===== src/rtl/nbyte_memory.sv =====
// nbyte_memory: DEPTH x WIDTH word memory with registered read, read-valid strobe and a
// self-sequenced clear engine. Define NBYTE_MEMORY_TRISTATE_EN to tri-state data_out when idle.
module nbyte_memory #(
    parameter int WIDTH  = 8,
    parameter int DEPTH  = 4,
    parameter int ADDR_W = 2
) (
    input  logic              clk,
    input  logic              rst,
    input  logic              cs,
    input  logic              wr,
    input  logic [ADDR_W-1:0] addr,
    input  logic [WIDTH-1:0]  data_in,
    input  logic              clr,
    output logic [WIDTH-1:0]  data_out,
    output logic              rd_valid,
    output logic              busy
);

    typedef enum logic {
        ST_CLEAR = 1'b0,
        ST_IDLE  = 1'b1
    } state_t;

    localparam logic [ADDR_W-1:0] LAST_PTR = ADDR_W'(DEPTH - 1);
    localparam logic [ADDR_W:0]   DEPTH_L  = (ADDR_W + 1)'(DEPTH);

    state_t              state_q, state_d;
    logic [ADDR_W-1:0]   clr_ptr_q, clr_ptr_d;
    logic                rd_valid_q, rd_valid_d;
    logic [WIDTH-1:0]    dout_q, dout_d;
    logic [WIDTH-1:0]    mem_q [DEPTH];

    logic                mem_we_s;
    logic [ADDR_W-1:0]   mem_waddr_s;
    logic [WIDTH-1:0]    mem_wdata_s;
    logic                addr_ok_s;

    assign addr_ok_s = ({1'b0, addr} < DEPTH_L);

    // State and read-path registers with synchronous reset
    always_ff @(posedge clk) begin
        if (rst) begin
            state_q    <= ST_CLEAR;
            clr_ptr_q  <= {ADDR_W{1'b0}};
            rd_valid_q <= 1'b0;
            dout_q     <= {WIDTH{1'b0}};
        end else begin
            state_q    <= state_d;
            clr_ptr_q  <= clr_ptr_d;
            rd_valid_q <= rd_valid_d;
            dout_q     <= dout_d;
        end
    end

    // Storage array; contents are zeroed by the clear engine rather than by reset
    always_ff @(posedge clk) begin
        if (!rst && mem_we_s) begin
            mem_q[mem_waddr_s] <= mem_wdata_s;
        end
    end

    // Next-state logic
    always_comb begin
        state_d = state_q;
        case (state_q)
            ST_CLEAR: begin
                if (clr_ptr_q == LAST_PTR) begin
                    state_d = ST_IDLE;
                end else begin
                    state_d = ST_CLEAR;
                end
            end
            ST_IDLE: begin
                if (clr) begin
                    state_d = ST_CLEAR;
                end else begin
                    state_d = ST_IDLE;
                end
            end
            default: state_d = ST_CLEAR;
        endcase
    end

    // Datapath control: clear sweep, writes and reads; clr outranks any request
    always_comb begin
        clr_ptr_d   = clr_ptr_q;
        rd_valid_d  = 1'b0;
        dout_d      = dout_q;
        mem_we_s    = 1'b0;
        mem_waddr_s = addr;
        mem_wdata_s = data_in;
        case (state_q)
            ST_CLEAR: begin
                mem_we_s    = 1'b1;
                mem_waddr_s = clr_ptr_q;
                mem_wdata_s = {WIDTH{1'b0}};
                clr_ptr_d   = clr_ptr_q + {{(ADDR_W-1){1'b0}}, 1'b1};
            end
            ST_IDLE: begin
                if (clr) begin
                    clr_ptr_d = {ADDR_W{1'b0}};
                end else if (cs && wr) begin
                    mem_we_s = addr_ok_s;
                end else if (cs) begin
                    rd_valid_d = 1'b1;
                    if (addr_ok_s) begin
                        dout_d = mem_q[addr];
                    end else begin
                        dout_d = {WIDTH{1'b0}};
                    end
                end else begin
                    rd_valid_d = 1'b0;
                end
            end
            default: begin
                clr_ptr_d = {ADDR_W{1'b0}};
            end
        endcase
    end

    assign busy     = (state_q == ST_CLEAR);
    assign rd_valid = rd_valid_q;

`ifdef NBYTE_MEMORY_TRISTATE_EN
    assign data_out = rd_valid_q ? dout_q : {WIDTH{1'bz}};
`else
    assign data_out = dout_q;
`endif

endmodule


===== config.mk =====
export PLATFORM = sky130hd
export DESIGN_NAME = nbyte_memory
export DESIGN_NICKNAME = d
export VERILOG_FILES = /design/src/rtl/nbyte_memory.sv
export SDC_FILE = /design/constraint.sdc
export NUM_CORES = 1
export LEC_CHECK = 0
export BUFFER_PORTS_ARGS = -buffer_cell sky130_fd_sc_hd__buf_4
export CAP_MARGIN = 10
export CORE_MARGIN = 2
export CORE_UTILIZATION = 58
export CTS_BUF_LIST = sky130_fd_sc_hd__clkbuf_4 sky130_fd_sc_hd__clkbuf_8
export CTS_CLUSTER_SIZE = 20
export DETAILED_ROUTE_END_ITERATION = 16
export GPL_ROUTABILITY_DRIVEN = 0
export PLACE_DENSITY = 0.81
export SETUP_SLACK_MARGIN = 0.2
export SLEW_MARGIN = 20
export SYNTH_ARGS = -nofsm -noshare
export SYNTH_HDL_FRONTEND = slang
export SYNTH_SLANG_ARGS = --single-unit

===== constraint.sdc =====
create_clock -name clk -period 1.7 [get_ports clk]
set_input_delay 0.085 -clock clk [delete_from_list [all_inputs] [get_ports clk]]
set_output_delay 0.085 -clock clk [all_outputs]
set_load 0.01 [all_outputs]

-- Yosys cells after proc, flatten, opt, wreduce, memory -nomap -nowiden
Memory sizes are Yosys's and may differ from the RTL's. A register that Yosys moved wholly into a read port is not among the register bits.
Cells that the tools add are included.
- reduce and logical (&&, ||, !) cells: 5
- bitwise operators: 3
- $add $sub $neg: 1
- equal/unequal tests: 2
- mux-type cells: 13
- operators with widths (cell ; count):
    $mux W8 ; 1
    $mux W1 ; 7
    $mux W2 ; 2
    $pmux W1 S2 ; 2
    $pmux W2 S2 ; 1
    $reduce_and A4 Y1 ; 1
    $reduce_or A4 Y1 ; 1
    $not A1 Y1 ; 3
    $add A2 B1 Y2 const B ; 1
    $eq A2 B2 Y1 const B ; 1
    $logic_and A1 B1 Y1 ; 2
    $ne A2 B2 Y1 const B ; 1
    $logic_not A1 Y1 ; 1
- register bits after elaboration: 4
- memories: 1
- logic and storage cells: 28
- bits in writable memories: 32
- input port bits: 15
- output and inout port bits: 10
- memories (name ; words ; width ; read ports ; clocked after Yosys merged registers in ; wr ports ; RTL line ; RTL):
    mem_q ; 4 ; 8 ; 1 ; 1 ; 1 ; 32 ; logic [WIDTH-1:0] mem_q [DEPTH];

-- Longest topological paths before layout
- depth after elaboration: 7
- mapped depth: 4
- gate-level depth less buffers: 3

-- Worst setup path before layout
No wires, ideal clock.
- path kind: register to register
- start: reg state_q
- end: mem mem_q[3][0] (enable)
- required time: 1.325 ns
- arrival time: 1.154 ns
- buffers on the path: 1
- library setup time: 0.375 ns
- stages on the path, launching flop included: 5
- path slack: 0.170 ns
- path through: dfxtp_1 -> buf_2 -> inv_1 -> nand3_1 -> a21oi_1
- word-level cells in the longest chain between the ends: 5
- elaborated cells between the ends (all ways): 6
- classes of those cells: mux (4); bitwise (1); reduce/logical (1)
- ends and longest elaborated chain (what ; RTL line ; RTL):
    from (decl) ; 28 ; state_t state_q, state_d;
    from (signal assigned) ; 49 ; state_q <= state_d;
    $not A1 Y1 (no line) ; -- ;
    via busy ; 17 ; output logic busy
    $pmux W1 S2 ; 93 ; case (state_q)
    $logic_and A1 B1 Y1 ; 58 ; if (!rst && mem_we_s) begin
    $mux W1 ; 58 ;
    $mux W1 (implied by the code) ; 59 ; mem_q[mem_waddr_s] <= mem_wdata_s;
    to (decl) ; 32 ;
The timed path passes the listed nets, and every way through them passes these cells.

-- Final worst setup path
- start: reg state_q
- end: mem mem_q[3][4] (enable)
- word-level cells in the longest chain between the ends: 5
- elaborated cells between the ends (all ways): 6
- classes of those cells: mux (4); bitwise (1); reduce/logical (1)
- ends and longest elaborated chain (what ; RTL line):
    $not A1 Y1 (no line) ; --
    $pmux W1 S2 ; 93
    $logic_and A1 B1 Y1 ; 58
    $mux W1 ; 58
    $mux W1 (implied by the code) ; 59
Several ways; a longest one is shown, not always the timed one.

==> out/results.txt <==
Die height: 58.37 um
TritonCTS buffer count: 5
Rows: 19
# DRC: 0
Antenna violations before repair: 0
Crit path capture type: flip-flop
Largest stage delay on the critical path: 0.33 ns
Skew-Pair Late Insertion Delay: 0.36 ns
Slew @ Worst Pin: 0.3977 ns
Slew headroom: 0.7346
Unique masters post-synth: 26
Switching power: 0.4339 mW
Share of post-route cells with drive strength above 1: 0.3688
Area growth from synthesis to layout: 19.56%
Clock power share: 0.263
Setup violators final: 0
Detailed Route WL: 3246 um
Root Buffer: clkbuf_4
Setup_tns: 0 ns
Worst VDD drop: 936.0 uV
Avg WL per Cell: 18.87 um
Hpwl dp: 2298 um
Syn Area/Cell: 16.64 sq um
H-tree depth: 2
Syn Inst Count: 103
Most frequent cells in the layout: buf_4, edfxtp_1, dfxtp_1, and2_1, a22o_1
Maxcap violations: 0
Largest net degree at the start of global routing: 22
#FFs+latches synth: 44
Leakage: 0.7859 nW
DR vias/cell: 5.895
Max Clk Rate: 712.3 MHz
1st-iter DRT viols: 37
Crit start category: flip-flop
Setup Fix Bufs, Post-CTS: 0
Pre-antenna DRT Iters: 5
CTS Buffer Depth: 2
Min-delay worst type: primary input to flip-flop
Status: complete, no violations
Logic pwr share: 0.103
Clk sinks: 44
Vias: 1014
Area occupied by registers: 1201 sq um
Origin of the worst setup path: state_q
I/O Buffers: 24
Clock Skew: 0.01019 ns
Antenna diodes: 0
Crit path DAT: 1.49 ns
Initial Utilization: 0.6163
CP max-delay cell: dfxtp_1
Fillers: 184
Fin. Hold Viols: 0
Hold path start: clr
Slew Viols, Final: 0
Setup CP Type: flip-flop to flip-flop
Internal: 1.502 mW
Synth Cell Area: 1714 sq um
Seq/Total Area, Yosys: 0.7007
Antenna Nets Post-Route: 0
RSZ-0062 raised after global routing: false
Net Sw Frac: 0.2241
Register share of total power: 0.634
Top cell by count, worst path: buf_4
Post-synthesis net count: 119
First-pass GRT wire length: 5188 um
Crit path max fanout: 21
Worst r2r src: state_q
Ports: 25
Tot GR Track Use: 0.2211
Placement Cell Area: 1982 sq um
CP Cell Sequence: buf_4, inv_1, nand3_1, a21oi_2, buf_4
Vias in the first global route: 1048
Worst-path clk slew: 0.12 ns
Final Cycle Share: 0.8258
Nets@finish: 156
Die area: 3406 sq um
WP data required: 1.79 ns
Post-route cell area: 2049 sq um
Yosys warns: 0
Core area: 2781 sq um
Tmin final: 1.404 ns
Footprint of the multi-input gates: 475.5 sq um
Power density cells: 944.6 nW/um^2
Die width: 58.37 um
Gr ovfl total: 0
Most common cell after layout, fill and taps aside: buf_4
TritonCTS clock tree: done
==> metrics by stage <==
step	worst slack, ns	cells	hold WS [ns]	utilization	total power [mW]
finish	0.2962	172	0.05621	0.7368	1.936
global route	0.2242	172	0.08040	0.7368	2.007
CTS	0.3158	172	0.04683	0.7368	1.948
detailed placement	0.3431	163	0.3071	0.7126	1.448
global placement	0.3744	163	0.2989	0.7126	1.435
floorplan	0.2639	103	0.1574	-	1.357
==> layer usage <==
layer | vias to the layer above | track usage | part of all wire | routed length (um)
met5 | - | 0 | 0 | 0
met4 | 0 | 0.09967 | 0.019 | 63
met1 | 506 | 0.2566 | 0.38 | 1231
met3 | 6 | 0.06593 | 0.047 | 151
met2 | 28 | 0.3788 | 0.55 | 1800
li1 | 474 | - | - | -
==> sequential cells by signal (all words and copies together), names as in the netlist <==
register and flops:
data_out 8, mem_q 32, clr_ptr_q 2, rd_valid 1, state_q 1
==> power groups by stage <==
stage / logic [mW] / clock network [mW] / registers [mW]
3_5_place_dp: 0.196 / 0 / 1.25
3_3_place_gp: 0.187 / 0 / 1.25
5_1_grt: 0.216 / 0.559 / 1.23
6_report: 0.199 / 0.509 / 1.23
2_1_floorplan: 0.114 / 0 / 1.24
4_1_cts: 0.199 / 0.521 / 1.23
==> critical path: cells and delay by family, from the launching register on <==
kind,cells,cell delay (ns)
AOI/OAI and AO/OA,1,0.19
buffers and inverters,3,0.50
DFF,1,0.33
and+or+nand+nor,1,0.11
==> cell type report <==
cell class              instances  share of cell area
clock buffers                   7             0.02564
clock inverters                 1            0.002442
inverters                       3            0.005494
multi-input cells              51              0.2320
flip-flops and latches         44              0.5861
well taps                      31             0.01893
repair buffers                 35              0.1294
==> cell usage after synthesis <==
master | count | area share
a21o_1 | 1 | 0.0044
nor3b_1 | 2 | 0.0088
nand3_1 | 2 | 0.0058
a22o_1 | 8 | 0.041
nand4bb_1 | 1 | 0.0066
clkbuf_1 | 1 | 0.0022
nor3_1 | 1 | 0.0029
clkbuf_2 | 1 | 0.0029
nor2_2 | 1 | 0.0037
o21ba_2 | 1 | 0.0058
a31oi_1 | 3 | 0.011
dfxtp_1 | 12 | 0.14
edfxtp_1 | 32 | 0.56
ha_1 | 1 | 0.0073
a21oi_1 | 2 | 0.0058
a2bb2oi_1 | 1 | 0.0051
buf_2 | 2 | 0.0058
buf_6 | 1 | 0.0066
and2_1 | 8 | 0.029
nand2_1 | 1 | 0.0022
mux4_1 | 1 | 0.015
nor2b_1 | 3 | 0.011
nand3b_1 | 1 | 0.0044
mux4_2 | 7 | 0.092
inv_1 | 3 | 0.0066
nor2_1 | 6 | 0.013
==> final timing paths <==
| check | slack (ns) | to | depth (start not counted) |
|---|---|---|---|
| min | 0.06 | clr_ptr_q[1] | 3 |
| min reg2reg | 0.49 | data_out[2] | 1 |
| max reg2reg | 0.30 | mem_q[3][4] | 5 |
| max | 0.30 | mem_q[3][4] | 5 |
==> kinds of logic (layout without fill, tap and decap cells) <==
kind of cell	count (synthesis)	count (layout)	share of synthesized area
compound gates	16	16	0.07300
simple gates	26	26	0.08759
flops	44	44	0.7007
fa+ha+maj	1	1	0.007298
mux	8	8	0.1073
buf+inv	8	46	0.02408
==> timing repair <==
action                                  CTS  global route
resized for setup                         0             0
endpoints found under the hold margin     3             0
hold buffers                              1             0
endpoints found under the setup margin    0             0
No activity file was read; power rests on OpenSTA's default activity.
